**config.mk**
```make
export PLATFORM = sky130hd
export DESIGN_NAME = alu_serial_ctrl
export DESIGN_NICKNAME = d
export VERILOG_FILES = /design/src/rtl/alu_pkg.sv /design/src/rtl/ALU_1bit.sv /design/src/rtl/alu_serial_ctrl.sv
export SDC_FILE = /design/constraint.sdc
export NUM_CORES = 1
export LEC_CHECK = 0
export ABC_CLOCK_PERIOD_IN_PS = 1800
export CAP_MARGIN = 20
export CORE_ASPECT_RATIO = 1.2
export CORE_MARGIN = 2
export CORE_UTILIZATION = 46
export CTS_CLUSTER_SIZE = 28
export DETAILED_ROUTE_END_ITERATION = 8
export PLACE_DENSITY = 0.75
export SYNTH_ARGS = -nofsm -noshare
export SYNTH_HDL_FRONTEND = slang
export SYNTH_SLANG_ARGS = --single-unit
```
**constraint.sdc**
```tcl
create_clock -name clk_in -period 1.8 [get_ports clk_in]
set_clock_uncertainty 0.1 [all_clocks]
set_input_delay 0.36 -clock clk_in [delete_from_list [all_inputs] [get_ports clk_in]]
set_output_delay 0.36 -clock clk_in [all_outputs]
set_load 0.01 [all_outputs]
```
**src/rtl/alu_pkg.sv**
```systemverilog
// +----------------------------------------------------------------------+
// | alu_pkg : shared ALU control encodings, op fields and sequencer FSM  |
// | Rev 1.0 : initial release                                            |
// +----------------------------------------------------------------------+
`default_nettype none

package alu_pkg;

    localparam logic [3:0] ALU_AND = 4'b0000;
    localparam logic [3:0] ALU_OR  = 4'b0001;
    localparam logic [3:0] ALU_ADD = 4'b0010;
    localparam logic [3:0] ALU_SUB = 4'b0110;
    localparam logic [3:0] ALU_SLT = 4'b0111;
    localparam logic [3:0] ALU_NOR = 4'b1100;

    localparam logic [1:0] OP_AND  = 2'b00;
    localparam logic [1:0] OP_OR   = 2'b01;
    localparam logic [1:0] OP_ADD  = 2'b10;
    localparam logic [1:0] OP_LESS = 2'b11;

    typedef enum logic [1:0] {
        IDLE = 2'd0,
        RUN  = 2'd1,
        DONE = 2'd2
    } state_t;

endpackage

`default_nettype wire

```
**src/rtl/ALU_1bit.sv**
```systemverilog
// +----------------------------------------------------------------------+
// | ALU_1bit : one-bit ALU slice (AND/OR/ADD/LESS with operand inverts)  |
// | Rev 1.0 : initial release                                            |
// +----------------------------------------------------------------------+
`default_nettype none

module ALU_1bit
    import alu_pkg::*;
(
    input  logic       a_i,
    input  logic       b_i,
    input  logic       ainvert_i,
    input  logic       binvert_i,
    input  logic       carry_i,
    input  logic       less_i,
    input  logic [1:0] op_i,
    output logic       result_o,
    output logic       carry_o
);

    logic a_eff;
    logic b_eff;
    logic sum;

    assign a_eff   = a_i ^ ainvert_i;
    assign b_eff   = b_i ^ binvert_i;
    assign sum     = a_eff ^ b_eff ^ carry_i;
    assign carry_o = (a_eff & b_eff) | (a_eff & carry_i) | (b_eff & carry_i);

    always_comb begin
        result_o = 1'b0;
        case (op_i)
            OP_AND:  result_o = a_eff & b_eff;
            OP_OR:   result_o = a_eff | b_eff;
            OP_ADD:  result_o = sum;
            OP_LESS: result_o = less_i;
            default: result_o = 1'b0;
        endcase
    end

endmodule

`default_nettype wire

```
**src/rtl/alu_serial_ctrl.sv**
```systemverilog
// +----------------------------------------------------------------------+
// | alu_serial_ctrl : bit-serial ALU sequencer around one ALU_1bit slice |
// | Rev 1.0 : initial release                                            |
// +----------------------------------------------------------------------+
`default_nettype none

module alu_serial_ctrl
    import alu_pkg::*;
#(
    parameter int WIDTH = 8
) (
    input  logic             clk_in,
    input  logic             rst_n_in,
    input  logic             start_in,
    input  logic [WIDTH-1:0] a_in,
    input  logic [WIDTH-1:0] b_in,
    input  logic [3:0]       ctrl_in,
    output logic             ready_out,
    output logic             done_out,
    output logic [WIDTH-1:0] result_out,
    output logic             zero_out,
    output logic             carry_out,
    output logic             overflow_out
);

    localparam int CNT_W = $clog2(WIDTH);
    localparam logic [CNT_W-1:0] IDX_LAST = CNT_W'(WIDTH - 1);

    state_t           state_q;
    logic [WIDTH-1:0] a_sh_q;
    logic [WIDTH-1:0] b_sh_q;
    logic [WIDTH-1:0] result_q;
    logic [3:0]       ctrl_q;
    logic [CNT_W-1:0] idx_q;
    logic             carry_q;
    logic             ready_q;
    logic             done_q;
    logic             zero_q;
    logic             cout_q;
    logic             ovf_q;

    logic             slice_res;
    logic             slice_cout;
    logic [1:0]       slice_op;
    logic             arith;
    logic             ovf_d;
    logic [WIDTH-1:0] result_d;
    logic [WIDTH-1:0] final_d;

    // SLT runs the subtract path; the set bit is formed only at the MSB.
    assign slice_op = (ctrl_q[1:0] == OP_LESS) ? OP_ADD : ctrl_q[1:0];
    assign arith    = ctrl_q[1];
    assign ovf_d    = arith & (carry_q ^ slice_cout);
    assign result_d = {slice_res, result_q[WIDTH-1:1]};
    assign final_d  = (ctrl_q[1:0] == OP_LESS)
                    ? {{(WIDTH-1){1'b0}}, slice_res ^ ovf_d}
                    : result_d;

    ALU_1bit u_slice (
        .a_i       (a_sh_q[0]),
        .b_i       (b_sh_q[0]),
        .ainvert_i (ctrl_q[3]),
        .binvert_i (ctrl_q[2]),
        .carry_i   (carry_q),
        .less_i    (1'b0),
        .op_i      (slice_op),
        .result_o  (slice_res),
        .carry_o   (slice_cout)
    );

    always_ff @(posedge clk_in or negedge rst_n_in) begin
        if (!rst_n_in) begin
            state_q  <= IDLE;
            a_sh_q   <= '0;
            b_sh_q   <= '0;
            result_q <= '0;
            ctrl_q   <= '0;
            idx_q    <= '0;
            carry_q  <= 1'b0;
            ready_q  <= 1'b1;
            done_q   <= 1'b0;
            zero_q   <= 1'b0;
            cout_q   <= 1'b0;
            ovf_q    <= 1'b0;
        end else begin
            case (state_q)
                IDLE: begin
                    done_q <= 1'b0;
                    if (start_in && ready_q) begin
                        a_sh_q  <= a_in;
                        b_sh_q  <= b_in;
                        ctrl_q  <= ctrl_in;
                        idx_q   <= '0;
                        carry_q <= ctrl_in[2];
                        ready_q <= 1'b0;
                        state_q <= RUN;
                    end
                end
                RUN: begin
                    result_q <= result_d;
                    a_sh_q   <= a_sh_q >> 1;
                    b_sh_q   <= b_sh_q >> 1;
                    carry_q  <= slice_cout;
                    idx_q    <= idx_q + 1'b1;
                    if (idx_q == IDX_LAST) begin
                        result_q <= final_d;
                        zero_q   <= (final_d == '0);
                        cout_q   <= arith & slice_cout;
                        ovf_q    <= ovf_d;
                        done_q   <= 1'b1;
                        state_q  <= DONE;
                    end
                end
                DONE: begin
                    done_q  <= 1'b0;
                    ready_q <= 1'b1;
                    state_q <= IDLE;
                end
                default: begin
                    done_q  <= 1'b0;
                    ready_q <= 1'b1;
                    state_q <= IDLE;
                end
            endcase
        end
    end

    assign ready_out    = ready_q;
    assign done_out     = done_q;
    assign result_out   = result_q;
    assign zero_out     = zero_q;
    assign carry_out    = cout_q;
    assign overflow_out = ovf_q;

endmodule

`default_nettype wire

```
==> results of run 1 <==
[critical path, cell delays in order (launching register included)]
cell and delay [ns]:
dfrtp_1 0.40, xor2_1 0.18, inv_1 0.12, ha_4 0.24, xor2_2 0.17, a21oi_2 0.19
o31ai_2 0.12, a211oi_2 0.24, a21oi_1 0.10
[power groups by stage]
stage	Combinational, uW	Clock [uW]	Sequential [uW]
floorplan	1120	0	1480
global placement	1660	0	1510
detailed placement	1730	0	1530
CTS	1820	595	1520
global route	2110	629	1580
finish	1900	574	1520
[how the worst max path moves through the flow]
stage,from,to,slack [ns]
finish,ctrl_q[2],result_out[0],-0.18
floorplan,ctrl_q[3],result_out[0],-0.03
global route,b_sh_q[0],result_out[0],-0.29
CTS,ctrl_q[3],result_out[0],-0.15
global placement,start_in,b_sh_q[4],-0.12
detailed placement,start_in,b_sh_q[5],-0.15
[registers in the layout, indices dropped and copies added, names as in the netlist]
| name | flops |
|---|---|
| a_sh_q | 8 |
| b_sh_q | 8 |
| carry_out | 1 |
| carry_q | 1 |
| ctrl_q | 4 |
| done_out | 1 |
| idx_q | 3 |
| overflow_out | 1 |
| ready_out | 1 |
| result_out | 8 |
| state_q | 2 |
| zero_out | 1 |
[cell type report]
cell class | instances | area, um^2 | area share (%)
well taps | 52 | 65.1 | 2.74
inverters | 3 | 11.3 | 0.474
multi-input cells | 115 | 792 | 33.3
clock buffers | 5 | 68.8 | 2.90
flip-flops and latches | 39 | 977 | 41.1
repair buffers | 48 | 442 | 18.6
clock inverters | 3 | 20.0 | 0.843
[layout by cell type, fill, tap and decap left out, drive strengths merged, types with 2 or more instances in the layout]
| master | synthesis | layout |
|---|---|---|
| clkbuf | 6 | 5 |
| o21ai | 22 | 22 |
| nand3 | 2 | 2 |
| dfrtp | 38 | 38 |
| nand2 | 33 | 33 |
| clkinvlp | 0 | 2 |
| mux2i | 14 | 14 |
| inv | 3 | 3 |
| o31ai | 2 | 2 |
| mux2 | 4 | 4 |
| clkdlybuf4s50 | 0 | 33 |
| ha | 3 | 3 |
| buf | 5 | 14 |
| a22o | 7 | 7 |
| nor3b | 2 | 2 |
| a31oi | 2 | 2 |
| nand2b | 2 | 2 |
| a21oi | 3 | 3 |
| xor2 | 3 | 3 |
| nor2 | 4 | 4 |
[layer usage]
| metal | track usage, % | wire, um |
|---|---|---|
| met2 | 28.8 | 1700 |
| met3 | 3.57 | 163 |
| met1 | 21.4 | 1450 |
| met5 | 0 | 0 |
| met4 | 7.25 | 35 |
[repair_timing]
action	in CTS	in global routing
hold buffers	0	0
setup buffers	2	1
gates resized for setup	3	2
endpoints found under the setup margin	4	3
[through the flow]
step                util, %  power, uW
global placement       60.8       3170
detailed placement     60.8       3260
global route           64.3       4310
floorplan                 -       2590
CTS                    63.7       3930
finish                 64.3       4000
[cells by family (layout without fill, tap and decap cells)]
kind of cell	count (synthesis)	after routing	share of synthesized area, %
adders and majority gates	3	3	2.10
DFF	39	39	54.5
xor gates and xnor gates	3	3	1.47
buffers and inverters	14	59	3.77
and+or+nand+nor	47	47	11.7
AOI/OAI and AO/OA	44	44	16.1
muxes	18	18	10.3
==> run metrics, run 1 <==
status=finished with violations; failing checks=setup timing; # port buffers=35; R2R Path Start=ctrl_q[2]; Hold Path Class=in -> async; Final setup viols=3; H-tree levels=2; vias in the first global route=1369; synth warn=0; core area=3690 um^2; Tcrit/Tclk final=110%; pre-CTS setup slack=-0.146 ns; detailed placement HPWL=2390 um; clock share of power=14.3%; Post-Layout Cell Count=265; post-layout min period=1.98 ns; Vias per Instance=5.21; Syn Area/Cell=10.7 um^2; R2R depth=8; Post-Synthesis Cells=168; Layout area overhead=32.6%; R2R Path End=result_out[0]; Fillers=322; Placed Instances=254; Clk Latency, worst-skew pair=0.29 ns; final non-filler cell area=2380 um^2; maxcap violations=0; initial antenna violation count=0; sw frac=37.3%; Mapped Nets=194; largest area contributor in the netlist=dfrtp_1; PnR worst setup slack=-0.175 ns; worst vdd ir=0.000695 V; post-synthesis instance area=1790 um^2; Synth area leaders=dfrtp_1, mux2i_1, nand2_1, a22o_1, o21ai_0; crit path launch type=flop; GP Congestion=0.784; DR DRC count=0; top post-synthesis cells by count=dfrtp_1, nand2_1, mux2i_1, o21ai_0, o21ai_1; drt pass-1 iters=4; First DRT Iteration DRCs=40; Synth top area share=53.1%; IO Count=36; nets=238; Inserted Clock Buffers=5; drt total wl=3350 um; main flop type after synthesis=dfrtp_1; top-count cell post-synth=dfrtp_1; layout cell share with drive strength beyond 1=18.8%; clock sink count=39; Pint=2510 uW; static leakage=0.00102 uW; Die Wd=61.0 um; PwrDens=1680 nW/um^2; unrepaired setup endpoints after global routing=true; Combinational Power Share=47.5%; Die H=72.4 um; TritonCTS clock tree=built; Yosys reg bits=39; Clock Tree Buf Depth=2; n_diodes=0; Seq pwr share=38.1%; worst slew pin tran=0.477 ns; DRT antenna net count=0; Overflow after GRT=0; Crit Path Class=reg -> reg; placed instance area=2250 um^2; crit end category=flop; number of enable flip-flop cells after synthesis=0; gr usage total=17.3%; Synth async-reset ratio=100%; WP data required=1.87 ns; Max Fclk=506 MHz; TNS Setup=-0.369 ns; Distinct cells, synth=37; pin count of the biggest net entering global routing=40; crit path max fanout=2; sequential-to-total area share from yosys stat=54.5%; hold_ws=0.00120 ns; first-pass GRT wire length=5800 um; WP data arrival=2.05 ns; Fin. Hold Viols=0; clk slew on worst S/H paths=0.07 ns; relative max-transition margin=68.2%; total number of vias=1381; Die ar.=4410 um^2; P_sw=1490 uW; clk root buf=clkbuf_8; Starting Density=48.5%; # rows=24; Slew Viols, Final=0; Worst R2R Setup Slack=-0.18 ns; wire length per cell=12.6 um
Note: power is estimated with default switching activity, not from simulation.
==> run 2: changes to the inputs <==
--- a/config.mk
+++ b/config.mk
@@ -5,14 +5,15 @@
 export SDC_FILE = /design/constraint.sdc
 export NUM_CORES = 1
 export LEC_CHECK = 0
-export ABC_CLOCK_PERIOD_IN_PS = 1800
+export ABC_CLOCK_PERIOD_IN_PS = 1860
 export CAP_MARGIN = 20
 export CORE_ASPECT_RATIO = 1.2
 export CORE_MARGIN = 2
-export CORE_UTILIZATION = 46
+export CORE_UTILIZATION = 55
 export CTS_CLUSTER_SIZE = 28
 export DETAILED_ROUTE_END_ITERATION = 8
-export PLACE_DENSITY = 0.75
+export DONT_BUFFER_PORTS = 1
+export PLACE_DENSITY = 0.78
 export SYNTH_ARGS = -nofsm -noshare
 export SYNTH_HDL_FRONTEND = slang
 export SYNTH_SLANG_ARGS = --single-unit
==> constraint.sdc (replaced) <==
create_clock -name clk_in -period 1.86 [get_ports clk_in]
set_clock_uncertainty 0.1 [all_clocks]
set_input_delay 0.372 -clock clk_in [delete_from_list [all_inputs] [get_ports clk_in]]
set_output_delay 0.372 -clock clk_in [all_outputs]
set_load 0.01 [all_outputs]
==> run metrics, run 2 (synthesized netlist as in run 1, its figures left out) <==
static leakage=0.000900 uW; wire length per cell=16.2 um; DRT antenna net count=0; H-tree levels=2; Pint=2190 uW; crit path launch type=flop; GP Congestion=0.741; Starting Density=58.1%; WP data required=1.99 ns; Seq pwr share=42.1%; placed instance area=1890 um^2; sw frac=39.2%; maxcap violations=0; Inserted Clock Buffers=5; pin count of the biggest net entering global routing=40; clk slew on worst S/H paths=0.11 ns; Overflow after GRT=0; post-layout min period=1.98 ns; commonest non-fill, non-tap cell in the layout=dfrtp_1; initial antenna violation count=0; Vias per Instance=5.91; n_diodes=0; TritonCTS clock tree=built; clk root buf=clkbuf_4; Layout area overhead=13.8%; DR DRC count=0; Tcrit/Tclk final=107%; drt total wl=3560 um; Max Fclk=504 MHz; CP peak stage delay=0.43 ns; most frequent cells in the layout=dfrtp_1, nand2_1, buf_4, mux2i_1; WP data arrival=2.12 ns; Combinational Power Share=46.7%; final non-filler cell area=2040 um^2; P_sw=1410 uW; gr usage total=20.8%; Post-Layout Cell Count=220; Final setup viols=2; relative max-transition margin=76.1%; crit end category=flop; worst vdd ir=0.00102 V; status=finished with violations; IO Count=36; CP max stage cell=dfrtp_1; Clock Tree Buf Depth=2; Crit Path Class=reg -> reg; detailed placement HPWL=2310 um; CP Cell Sequence=xor2_2 > inv_2 > ha_4 > buf_4 > o31ai_1 > a211oi_2 > o31a_1; PwrDens=1760 nW/um^2; Die Wd=56.1 um; worst slew pin tran=0.359 ns; # rows=22; # port buffers=0; total number of vias=1301; clock share of power=11.2%; Die ar.=3730 um^2; first-pass GRT wire length=5860 um; vias in the first global route=1324; crit path max fanout=2; nets=209; final core utilization=66.2%; Fin. Hold Viols=0; drt pass-1 iters=4; unrepaired setup endpoints after global routing=true; Clk Latency, worst-skew pair=0.34 ns; PnR worst setup slack=-0.125 ns; core area=3080 um^2; First DRT Iteration DRCs=72; clock sink count=39; Slew Viols, Final=0; layout cell share with drive strength beyond 1=21.7%; Die H=66.5 um; Placed Instances=203; failing checks=setup timing; Fillers=248; Hold Path Class=in -> reg
[run 2: cell count changes in the layout (fill, tap and decap cells not counted), moves of 2 or more]
| cell | change |
|---|---|
| clkbuf_4 | +5 |
| clkinvlp_4 | -2 |
| clkbuf_8 | -5 |
| buf_12 | +2 |
| clkdlybuf4s50_1 | -33 |
| buf_4 | +3 |
| clkbuf_1 | +3 |
[run 2: metrics by stage]
step / setup slack [ns] / hold slack [ns] / total power (uW) / setup TNS, ns
floorplan: 0.0291 / -0.0236 / 2510 / 0
global placement: -0.0475 / -0.0227 / 2800 / -0.0807
detailed placement: -0.139 / -0.0226 / 2890 / -0.255
CTS: -0.105 / 0.0427 / 3460 / -0.195
global route: -0.266 / 0.0480 / 3860 / -0.490
finish: -0.125 / 0.0498 / 3600 / -0.236
[run 2: repair_timing]
action / in CTS / in global routing
pin swaps: 1 / 1
hold buffers: 2 / 0
buffers inserted: 5 / 2
resized for setup: 1 / 2
hold endpoints to repair: 39 / 0
endpoints found under the setup margin: 3 / 4
[run 2: final timing paths]
check / start / end / slack, ns / cells past startpoint
setup / recovery: ctrl_q[3] / zero_out / -0.12 / 7
hold / removal: b_in[7] / b_sh_q[7] / 0.05 / 2
setup reg to reg: ctrl_q[3] / zero_out / -0.12 / 7
hold reg to reg: a_sh_q[5] / a_sh_q[4] / 0.39 / 2
max in group asynchronous: rst_n_in / ready_out / 1.03 / 2
min in group asynchronous: rst_n_in / ctrl_q[3] / 0.38 / 2
[run 2: cell type report]
type	count	area (um^2)	share of cell area, %
sequential	39	977	47.9
multi-input combinational	115	787	38.6
timing repair buffer	19	170	8.34
clock buffer	8	48.8	2.39
tap	36	45.0	2.21
inverter	3	11.3	0.552
[run 2: metal layers]
metal | vias to the layer above | wire, um | global-route usage, %
met5 | - | 0 | 0
met4 | 0 | 106 | 12.5
met3 | 11 | 170 | 5.44
met2 | 42 | 1790 | 35.6
met1 | 630 | 1500 | 23.3
li1 | 618 | - | -
[run 2: power by group through the flow]
stage | Combinational [uW] | Clock (uW) | Sequential [uW]
detailed placement | 1370 | 0 | 1510
global placement | 1300 | 0 | 1500
floorplan | 1080 | 0 | 1430
global route | 1850 | 454 | 1560
finish | 1680 | 405 | 1510
CTS | 1540 | 418 | 1500
[run 2: worst max-delay path, delay by kind of cell, from the launching register on]
kind            cells  cell delay, ns
fa+ha+maj           1            0.25
buf+inv             2            0.22
flops               1            0.43
xor+xnor            1            0.21
compound gates      3            0.67
==> run 3: changes to the inputs <==
--- a/config.mk
+++ b/config.mk
@@ -10,7 +10,7 @@
 export CORE_ASPECT_RATIO = 1.2
 export CORE_MARGIN = 2
 export CORE_UTILIZATION = 55
-export CTS_CLUSTER_SIZE = 28
+export CTS_CLUSTER_SIZE = 25
 export DETAILED_ROUTE_END_ITERATION = 8
 export DONT_BUFFER_PORTS = 1
 export PLACE_DENSITY = 0.78
==> results of run 3 <==
The final DEF is identical to that of run 2; final timing and power are the same.
